[config.mk]
export PLATFORM = sky130hd
export DESIGN_NAME = gc_tlp_wr
export DESIGN_NICKNAME = d
export VERILOG_FILES = /design/src/rtl/gc_tlp_wr.sv
export SDC_FILE = /design/constraint.sdc
export NUM_CORES = 1
export LEC_CHECK = 0
export ABC_AREA = 1
export CORE_ASPECT_RATIO = 0.75
export CORE_UTILIZATION = 50
export CTS_CLUSTER_DIAMETER = 120
export DETAILED_ROUTE_END_ITERATION = 10
export PLACE_DENSITY = 0.84
export SYNTH_ARGS = -nofsm -noshare
export SYNTH_HDL_FRONTEND = slang
export SYNTH_SLANG_ARGS = --single-unit
[constraint.sdc]
create_clock -name clk -period 2.89 [get_ports clk]
set_input_delay 0.4335 -clock clk [delete_from_list [all_inputs] [get_ports clk]]
set_output_delay 0.4335 -clock clk [all_outputs]
set_load 0.05 [all_outputs]
[src/rtl/gc_tlp_wr.sv]
// Posted MWr TLP writer for gc updates: turns each mixer request into one
// 3DW/4DW Memory Write on the 64-bit TRN TX bus and acks it once fully sent.
module gc_tlp_wr #(
  parameter bit FORCE_4DW = 1'b0
) (
  input  logic        clk,
  input  logic        rst_n,
  input  logic [63:0] gc_addr,
  input  logic        gc_updt,
  output logic        gc_updt_ack,
  input  logic [63:0] gc_data,
  input  logic [15:0] cfg_completer_id,
  input  logic        trn_lnk_up_n,
  output logic [63:0] trn_td,
  output logic [7:0]  trn_trem_n,
  output logic        trn_tsof_n,
  output logic        trn_teof_n,
  output logic        trn_tsrc_rdy_n,
  input  logic        trn_tdst_rdy_n,
  input  logic        trn_tbuf_av,
  output logic        tx_req,
  input  logic        tx_grant,
  output logic        tx_done,
  output logic [31:0] gc_wr_cnt
);

  typedef enum logic [2:0] {IDLE, ARB, BEAT0, BEAT1, BEAT2, HOLD} state_t;

  state_t      state_q, state_d;
  logic [63:0] addr_q, addr_d;
  logic [63:0] data_q, data_d;
  logic [15:0] id_q, id_d;
  logic        is4dw_q, is4dw_d;
  logic        tx_req_q, tx_req_d;
  logic        tx_done_q, tx_done_d;
  logic        ack_q, ack_d;
  logic        sof_n_q, sof_n_d;
  logic        eof_n_q, eof_n_d;
  logic        src_rdy_n_q, src_rdy_n_d;
  logic [63:0] td_q, td_d;
  logic [7:0]  trem_n_q, trem_n_d;
  logic [31:0] cnt_q, cnt_d;

  logic [31:0] h0, h1, d0, d1;
  logic [63:0] beat0, beat1, beat2;
  logic        link_up, accept;

  assign link_up = ~trn_lnk_up_n;
  assign accept  = ~src_rdy_n_q & ~trn_tdst_rdy_n;

  // Header/payload words come only from latched values so the TLP in flight
  // is immune to later changes on gc_addr/gc_data.
  assign h0 = {1'b0, (is4dw_q ? 2'b11 : 2'b10), 5'b00000, 1'b0, 3'b000, 4'b0000,
               1'b0, 1'b0, 2'b00, 2'b00, 10'd2};
  assign h1 = {id_q, 8'h00, 4'hF, 4'hF};
  assign d0 = {data_q[7:0], data_q[15:8], data_q[23:16], data_q[31:24]};
  assign d1 = {data_q[39:32], data_q[47:40], data_q[55:48], data_q[63:56]};

  assign beat0 = {h0, h1};
  assign beat1 = is4dw_q ? {addr_q[63:32], addr_q[31:2], 2'b00}
                         : {addr_q[31:2], 2'b00, d0};
  assign beat2 = is4dw_q ? {d0, d1} : {d1, 32'h0000_0000};

  always_comb begin
    state_d     = state_q;
    addr_d      = addr_q;
    data_d      = data_q;
    id_d        = id_q;
    is4dw_d     = is4dw_q;
    tx_req_d    = tx_req_q;
    tx_done_d   = 1'b0;
    ack_d       = 1'b0;
    sof_n_d     = sof_n_q;
    eof_n_d     = eof_n_q;
    src_rdy_n_d = src_rdy_n_q;
    td_d        = td_q;
    trem_n_d    = trem_n_q;
    cnt_d       = cnt_q;

    case (state_q)
      IDLE: begin
        if (gc_updt && link_up) begin
          addr_d   = gc_addr;
          data_d   = gc_data;
          id_d     = cfg_completer_id;
          is4dw_d  = FORCE_4DW | (|gc_addr[63:32]);
          tx_req_d = 1'b1;
          state_d  = ARB;
        end
      end
      ARB: begin
        if (!link_up) begin
          tx_req_d = 1'b0;
          state_d  = IDLE;
        end else if (tx_grant && trn_tbuf_av) begin
          td_d        = beat0;
          trem_n_d    = 8'h00;
          sof_n_d     = 1'b0;
          src_rdy_n_d = 1'b0;
          state_d     = BEAT0;
        end
      end
      BEAT0, BEAT1, BEAT2: begin
        // Link loss abandons the TLP; gc_updt stays pending and is retried.
        if (!link_up) begin
          td_d        = '0;
          trem_n_d    = 8'hFF;
          sof_n_d     = 1'b1;
          eof_n_d     = 1'b1;
          src_rdy_n_d = 1'b1;
          tx_req_d    = 1'b0;
          tx_done_d   = 1'b1;
          state_d     = IDLE;
        end else if (accept) begin
          case (state_q)
            BEAT0: begin
              td_d    = beat1;
              sof_n_d = 1'b1;
              state_d = BEAT1;
            end
            BEAT1: begin
              td_d     = beat2;
              eof_n_d  = 1'b0;
              trem_n_d = is4dw_q ? 8'h00 : 8'h0F;
              state_d  = BEAT2;
            end
            default: begin
              td_d        = '0;
              trem_n_d    = 8'hFF;
              eof_n_d     = 1'b1;
              src_rdy_n_d = 1'b1;
              tx_req_d    = 1'b0;
              tx_done_d   = 1'b1;
              ack_d       = 1'b1;
              cnt_d       = cnt_q + 32'd1;
              state_d     = HOLD;
            end
          endcase
        end
      end
      // The mixer drops gc_updt one cycle after ack; skip that cycle.
      HOLD:    state_d = IDLE;
      default: state_d = IDLE;
    endcase
  end

  always_ff @(posedge clk or negedge rst_n) begin
    if (!rst_n) begin
      state_q     <= IDLE;
      addr_q      <= '0;
      data_q      <= '0;
      id_q        <= '0;
      is4dw_q     <= 1'b0;
      tx_req_q    <= 1'b0;
      tx_done_q   <= 1'b0;
      ack_q       <= 1'b0;
      sof_n_q     <= 1'b1;
      eof_n_q     <= 1'b1;
      src_rdy_n_q <= 1'b1;
      td_q        <= '0;
      trem_n_q    <= 8'hFF;
      cnt_q       <= '0;
    end else begin
      state_q     <= state_d;
      addr_q      <= addr_d;
      data_q      <= data_d;
      id_q        <= id_d;
      is4dw_q     <= is4dw_d;
      tx_req_q    <= tx_req_d;
      tx_done_q   <= tx_done_d;
      ack_q       <= ack_d;
      sof_n_q     <= sof_n_d;
      eof_n_q     <= eof_n_d;
      src_rdy_n_q <= src_rdy_n_d;
      td_q        <= td_d;
      trem_n_q    <= trem_n_d;
      cnt_q       <= cnt_d;
    end
  end

  assign gc_updt_ack    = ack_q;
  assign tx_req         = tx_req_q;
  assign tx_done        = tx_done_q;
  assign trn_tsof_n     = sof_n_q;
  assign trn_teof_n     = eof_n_q;
  assign trn_tsrc_rdy_n = src_rdy_n_q;
  assign trn_td         = td_q;
  assign trn_trem_n     = trem_n_q;
  assign gc_wr_cnt      = cnt_q;

endmodule

Word-level counts from Yosys, hierarchy flattened
Cells that the tools add are included.
{"block": "classes", "addsub": 1, "n_eq_ne": 14, "mux": 48, "bitwise": 5, "reduce_logical": 18}
{"op": "64-bit two-way mux", "n": 6}
{"op": "64-bit one-hot mux with 2 select lines", "n": 2}
{"op": "32-bit by 1-bit adder with 32-bit output, second input constant", "n": 1}
{"op": "8-bit two-way mux", "n": 4}
{"op": "8-bit one-hot mux with 2 select lines", "n": 2}
{"op": "32-bit OR reduction", "n": 1}
{"op": "1-bit two-way mux", "n": 22}
{"op": "5-bit AND reduction", "n": 4}
{"op": "3-bit two-way mux", "n": 5}
{"op": "3-bit inequality test, second input constant", "n": 5}
{"op": "2-bit inequality test, second input constant", "n": 5}
{"op": "3-bit one-hot mux with 3 select lines", "n": 1}
{"op": "4-bit AND reduction", "n": 2}
{"op": "3-bit by 2-bit == test with 1-bit output, second input constant", "n": 2}
{"op": "1-bit one-hot mux with 2 select lines", "n": 3}
{"op": "3-bit one-hot mux with 2 select lines", "n": 1}
{"op": "3-bit AND reduction", "n": 2}
{"op": "4-bit two-way mux", "n": 1}
{"op": "1-bit NOT", "n": 4}
{"op": "2-bit nonzero test", "n": 2}
{"op": "3-bit by 1-bit == test with 1-bit output, second input constant", "n": 1}
{"op": "3-bit == test, second input constant", "n": 1}
{"op": "3-bit zero test", "n": 1}
{"op": "1-bit one-hot mux with 3 select lines", "n": 1}
{"op": "6 further kinds", "n": 7}
{"block": "word_totals", "regBits": 258, "input_bits": 151, "wordCells": 100}

Depth between registers and ports, before layout
{"block": "logic_depth", "word_depth": 6, "mapped_depth": 10, "ltp_nobuf": 10}

Least setup slack after synthesis
OpenSTA, ideal clock, no wires.
{"block": "synth_path", "path_type": "register to register", "from": "reg src_rdy_n_q, in the netlist trn_tsrc_rdy_n", "to": "reg td_q[22], in the netlist trn_td[22]", "setup_time_ps": 118, "arrival_time_ps": 1638, "path_slack_ps": 1134, "path_stages_with_launch": 10, "path_buffers": 2, "synth_period_minus_slack_ps": 1756, "path_cell_list": "dfstp_2 -> nor2_1 -> nor2_1 -> inv_1 -> nand2_1 -> nand2_1 -> buf_2 -> buf_4 -> nand2_1 -> nand2_1"}
{"block": "synth_between", "elab_chain_cells": 4}
{"element": "start: declaration", "line": "39", "source": "logic src_rdy_n_q, src_rdy_n_d;"}
{"element": "start signal: assignment", "line": "174", "source": "src_rdy_n_q <= src_rdy_n_d;"}
{"element": "1-bit NOT", "line": "49", "source": "assign accept = ~src_rdy_n_q & ~trn_tdst_rdy_n;"}
{"element": "1-bit AND", "line": "49"}
{"element": "3-bit inequality test (no source line)"}
{"element": "4-bit AND reduction (no source line)"}
{"element": "end signal: assignment", "line": "175", "source": "td_q <= td_d;"}
{"element": "end: declaration", "line": "40", "source": "logic [63:0] td_q, td_d;"}
No other way between the ends.
A chain may end at the register's enable or synchronous reset.

==> summary.md <==
| Metric | Value |
|---|---|
| Top delay family on crit path | buffers and inverters |
| Area leader, netlist | dfrtp_1 |
| Detail Route Antenna Nets | 0 |
| Outcome | finished, final reports clean |
| RSZ-0062 raised after global routing | no |
| Worst r2r path cells | 9 |
| Slowest stage delay, CP | slightly above 0.8 ns |
| Final hold vios | 0 |
| GPL Wtd Cong | about 0.94 |
| Leak pwr | ~8.0 nW |
| Power Dens Cells | ~910 mW/mm² |
| Die W | between 150 and 200 µm |
| M1 GR Usage | 0.462 |
| Setup_tns | 0 ns |
| Setup Crit Path Kind | reg2out |
| First-pass GRT wire length | roughly 60000 µm |
| CP endpoint kind | output pin |
| H-tree depth | 1 |
| #FFs+latches synth | 250 |
| DR vias/cell | 5.27 |
| Max Root-Sink Buffers | 3 |
| Endpoints failing setup | 0 |
| Post-cts resize count | 0 |
| Worst R2R Setup Slack | 0.81 ns |
| Routed wire per std cell | 16.3 µm |
| Hold Buf Count CTS | 1 |
| Area grow syn2layout | 30.6% |
| Max_slew headroom | 0.477 |
| EDFF count, synth | 0 |
| Setup Buffers After CTS | 0 |
| Period utilization | 0.808 |
| Die area | 0.0254 mm² |
| Initial antenna violation count | 2 |
| Final hold slack | between 0.4 and 0.5 ns |
| Crit path to | trn_trem_n[5] |
| RR Startpoint | state_q[2] |
| CTS root buf | clkbuf_16 |
| Synth Warn # | 0 |
| Met2 Use GR | 0.420 |
| FMAX | 0.428 GHz |
| CTS tree | done |
| Grt ovf | 0 |
| 1st-iter DRT viols | approximately 1400 |
| Peak VDD IR | between 0.5 and 0.6 mV |
| Mapped Area | 0.0124 mm² |
| Top Ports | ~260 |
| Synthesized Nets | between 1500 and 2000 |
| Num rows | just under 50 |
| Place WS | roughly 0.46 ns |
| Post-Route WL | approximately 37000 µm |
| R2r endpoint | gc_wr_cnt[16] |
| Seq/Total Area, Yosys | 0.506 |
| Worst-skew pair later-pin latency | approximately 0.54 ns |
| Synth Instances | between 1500 and 2000 |
| Core ar. | 0.0242 mm² |
| Die Span Y | between 100 and 150 µm |
| Setup WS post-layout | about 0.55 ns |
| Clock input transition at the sequential cells of the worst setup and hold paths | around 0.06 ns |
| CP max-delay cell | clkdlybuf4s50_1 |
| Residual DRC | 0 |
| Routing usage on met3 | 0.0640 |
| Worst Hold Class | in2reg |
| Fin. max-slew vios | 0 |
| Clock sinks | 250 |
| Crit path DAT | approximately 1.9 ns |
| Crit path depth | 1 |
| Share of cells above drive strength 1 | 0.0458 |
| Maximum capacitance violations | 0 |
| Post-layout minimum cycle time | 2.34 ns |
| Req. time, crit path | about 2.5 ns |
| Synth async-reset ratio | 1.00 |
| CP Cell Sequence | clkdlybuf4s50_1 |
| DP Wirelength | between 20000 and 30000 µm |
| Synth area leaders | dfrtp_1 (50%), nand2_1 (26%), o21ai_0 (6.6%) |
| Top FF cell, synth | dfrtp_1 |
| Initial core utilization | 0.512 |
| Vias | between 10000 and 15000 |
| Total iterations of the first detailed-routing run | 6 |
| Layout Skew | 0.0256 ns |
| Startpoint types | flop |
| Grt peak-use layer | met1 |
| Post-synth cell types | 26 |
| NumNets Final | roughly 2100 |
| CP Buf/Inv Count | 1 |
| CP max FO | 5 |
| Syn_area_per_cell | 7.18 µm² |
| Worst-margin pin slew | 0.784 ns |
| Largest net degree at the start of global routing | between 100 and 150 |
| CP startpoint | trn_trem_n[6] |
| Port Buffer Count | ~260 |
| Vias in the first global route | 11332 |
| GR Util All Layers | 0.298 |
| Inserted Clock Buffers | 26 |
| Top-area cell type share of the netlist area | 0.496 |
==> synthesized netlist by cell type, types with 2 or more instances <==
cell / instances
inv_1: 115
nand3_1: 66
inv_2: 5
xor2_1: 12
nand3b_1: 2
nor2_2: 3
a21oi_1: 7
buf_2: 36
buf_4: 10
o31ai_1: 7
dfrtp_1: 245
nor2_1: 102
nor3_1: 6
nand4_1: 14
nand2_1: 869
xnor2_1: 5
dfstp_2: 5
o21ai_0: 163
clkbuf_1: 45
==> layout make-up <==
class | instances | area, µm²
Fill cell | 2018 | 8000
Sequential cell | 250 | 6270
Tap cell | 331 | 414
Antenna cell | 2 | 5.00
Clock buffer | 35 | 774
Clock inverter | 13 | 158
Multi-Input combinational cell | 1261 | 5230
Timing Repair Buffer | 283 | 2850
Inverter | 121 | 455
==> cells in the final DEF (no fill, tap or decap), types with 2 or more instances in the layout <==
cell and instances:
clkinv_2 8, o21ai_0 163, nand2_1 868, dfstp_2 5, o31ai_1 7, clkdlybuf4s50_1 257, inv_2 5, dfrtp_1 244
bufinv_16 3, nand3b_1 2, xor2_1 12, buf_12 6, nor2_2 3, nor3_1 6, a21oi_1 7, nor2_1 102
xnor2_1 5, clkbuf_16 26, inv_1 115, nand4_1 14, nand3_1 66, clkbuf_8 9, diode_2 2, buf_4 18
==> sequential cells by signal, summed over array words and instances (netlist names) <==
| signal | count |
|---|---|
| trn_trem_n | 2 |
| state_q | 3 |
| gc_updt_ack | 1 |
| trn_tsrc_rdy_n | 1 |
| data_q | 64 |
| trn_td | 64 |
| tx_done | 1 |
| trn_tsof_n | 1 |
| id_q | 16 |
| addr_q | 62 |
| trn_teof_n | 1 |
| gc_wr_cnt | 32 |
| is4dw_q | 1 |
| tx_req | 1 |
==> worst register-to-register path: stages (launching register included) <==
cell and delay [ns]:
dfrtp_1 0.38, inv_2 0.14, nand2_1 0.13, nand2_1 0.11
buf_4 0.24, nand2_1 0.11, inv_1 0.39, nand2_1 0.19
o21ai_0 0.20, nand2_1 0.07
==> report_power, final <==
part           internal (mW)  switching, mW
clock                   2.15           1.44
sequential              4.75          0.808
combinational           1.80           3.78
total                   8.70           6.03
==> stage by stage <==
step | std cells | util | power [mW] | instance area, µm²
CTS | 2294 | 0.669 | 14.7 | 16100
detailed placement | 2245 | 0.630 | 11.1 | 15200
global placement | 2245 | 0.630 | 10.8 | 15200
global route | 2296 | 0.669 | 15.6 | 16200
floorplan | 1724 | - | 9.09 | 12400
finish | 2296 | 0.669 | 14.7 | 16200
==> logic make-up after synthesis <==
group / Yosys count / share of synthesized area
AO/OA/AOI/OAI: 179 / 0.0739
XOR/XNOR: 17 / 0.0120
adder cells (fa/ha/maj): 1 / 0.00101
buffers and inverters: 213 / 0.0713
flip-flops: 250 / 0.506
AND/OR/NAND/NOR: 1064 / 0.335
==> worst min-delay path by stage <==
stage | startpoint | to | slack (ns) | cells after the start
after global placement | rst_n | trn_td[21] | 0.46 | 1
after detailed placement | rst_n | trn_td[26] | 0.46 | 1
after CTS | gc_addr[4] | addr_q[4] | 0.41 | 3
final | gc_addr[4] | addr_q[4] | 0.43 | 3
after floorplan | rst_n | addr_q[10] | 0.14 | 0
after global routing | gc_data[20] | data_q[20] | 0.42 | 3
==> routing by layer <==
layer,routed length [µm],vias to the layer above
li1,-,5765
met1,16900,5655
met2,15800,606
met3,3730,71
met4,914,0
met5,0,-
Power figures use the tool's default switching activity.
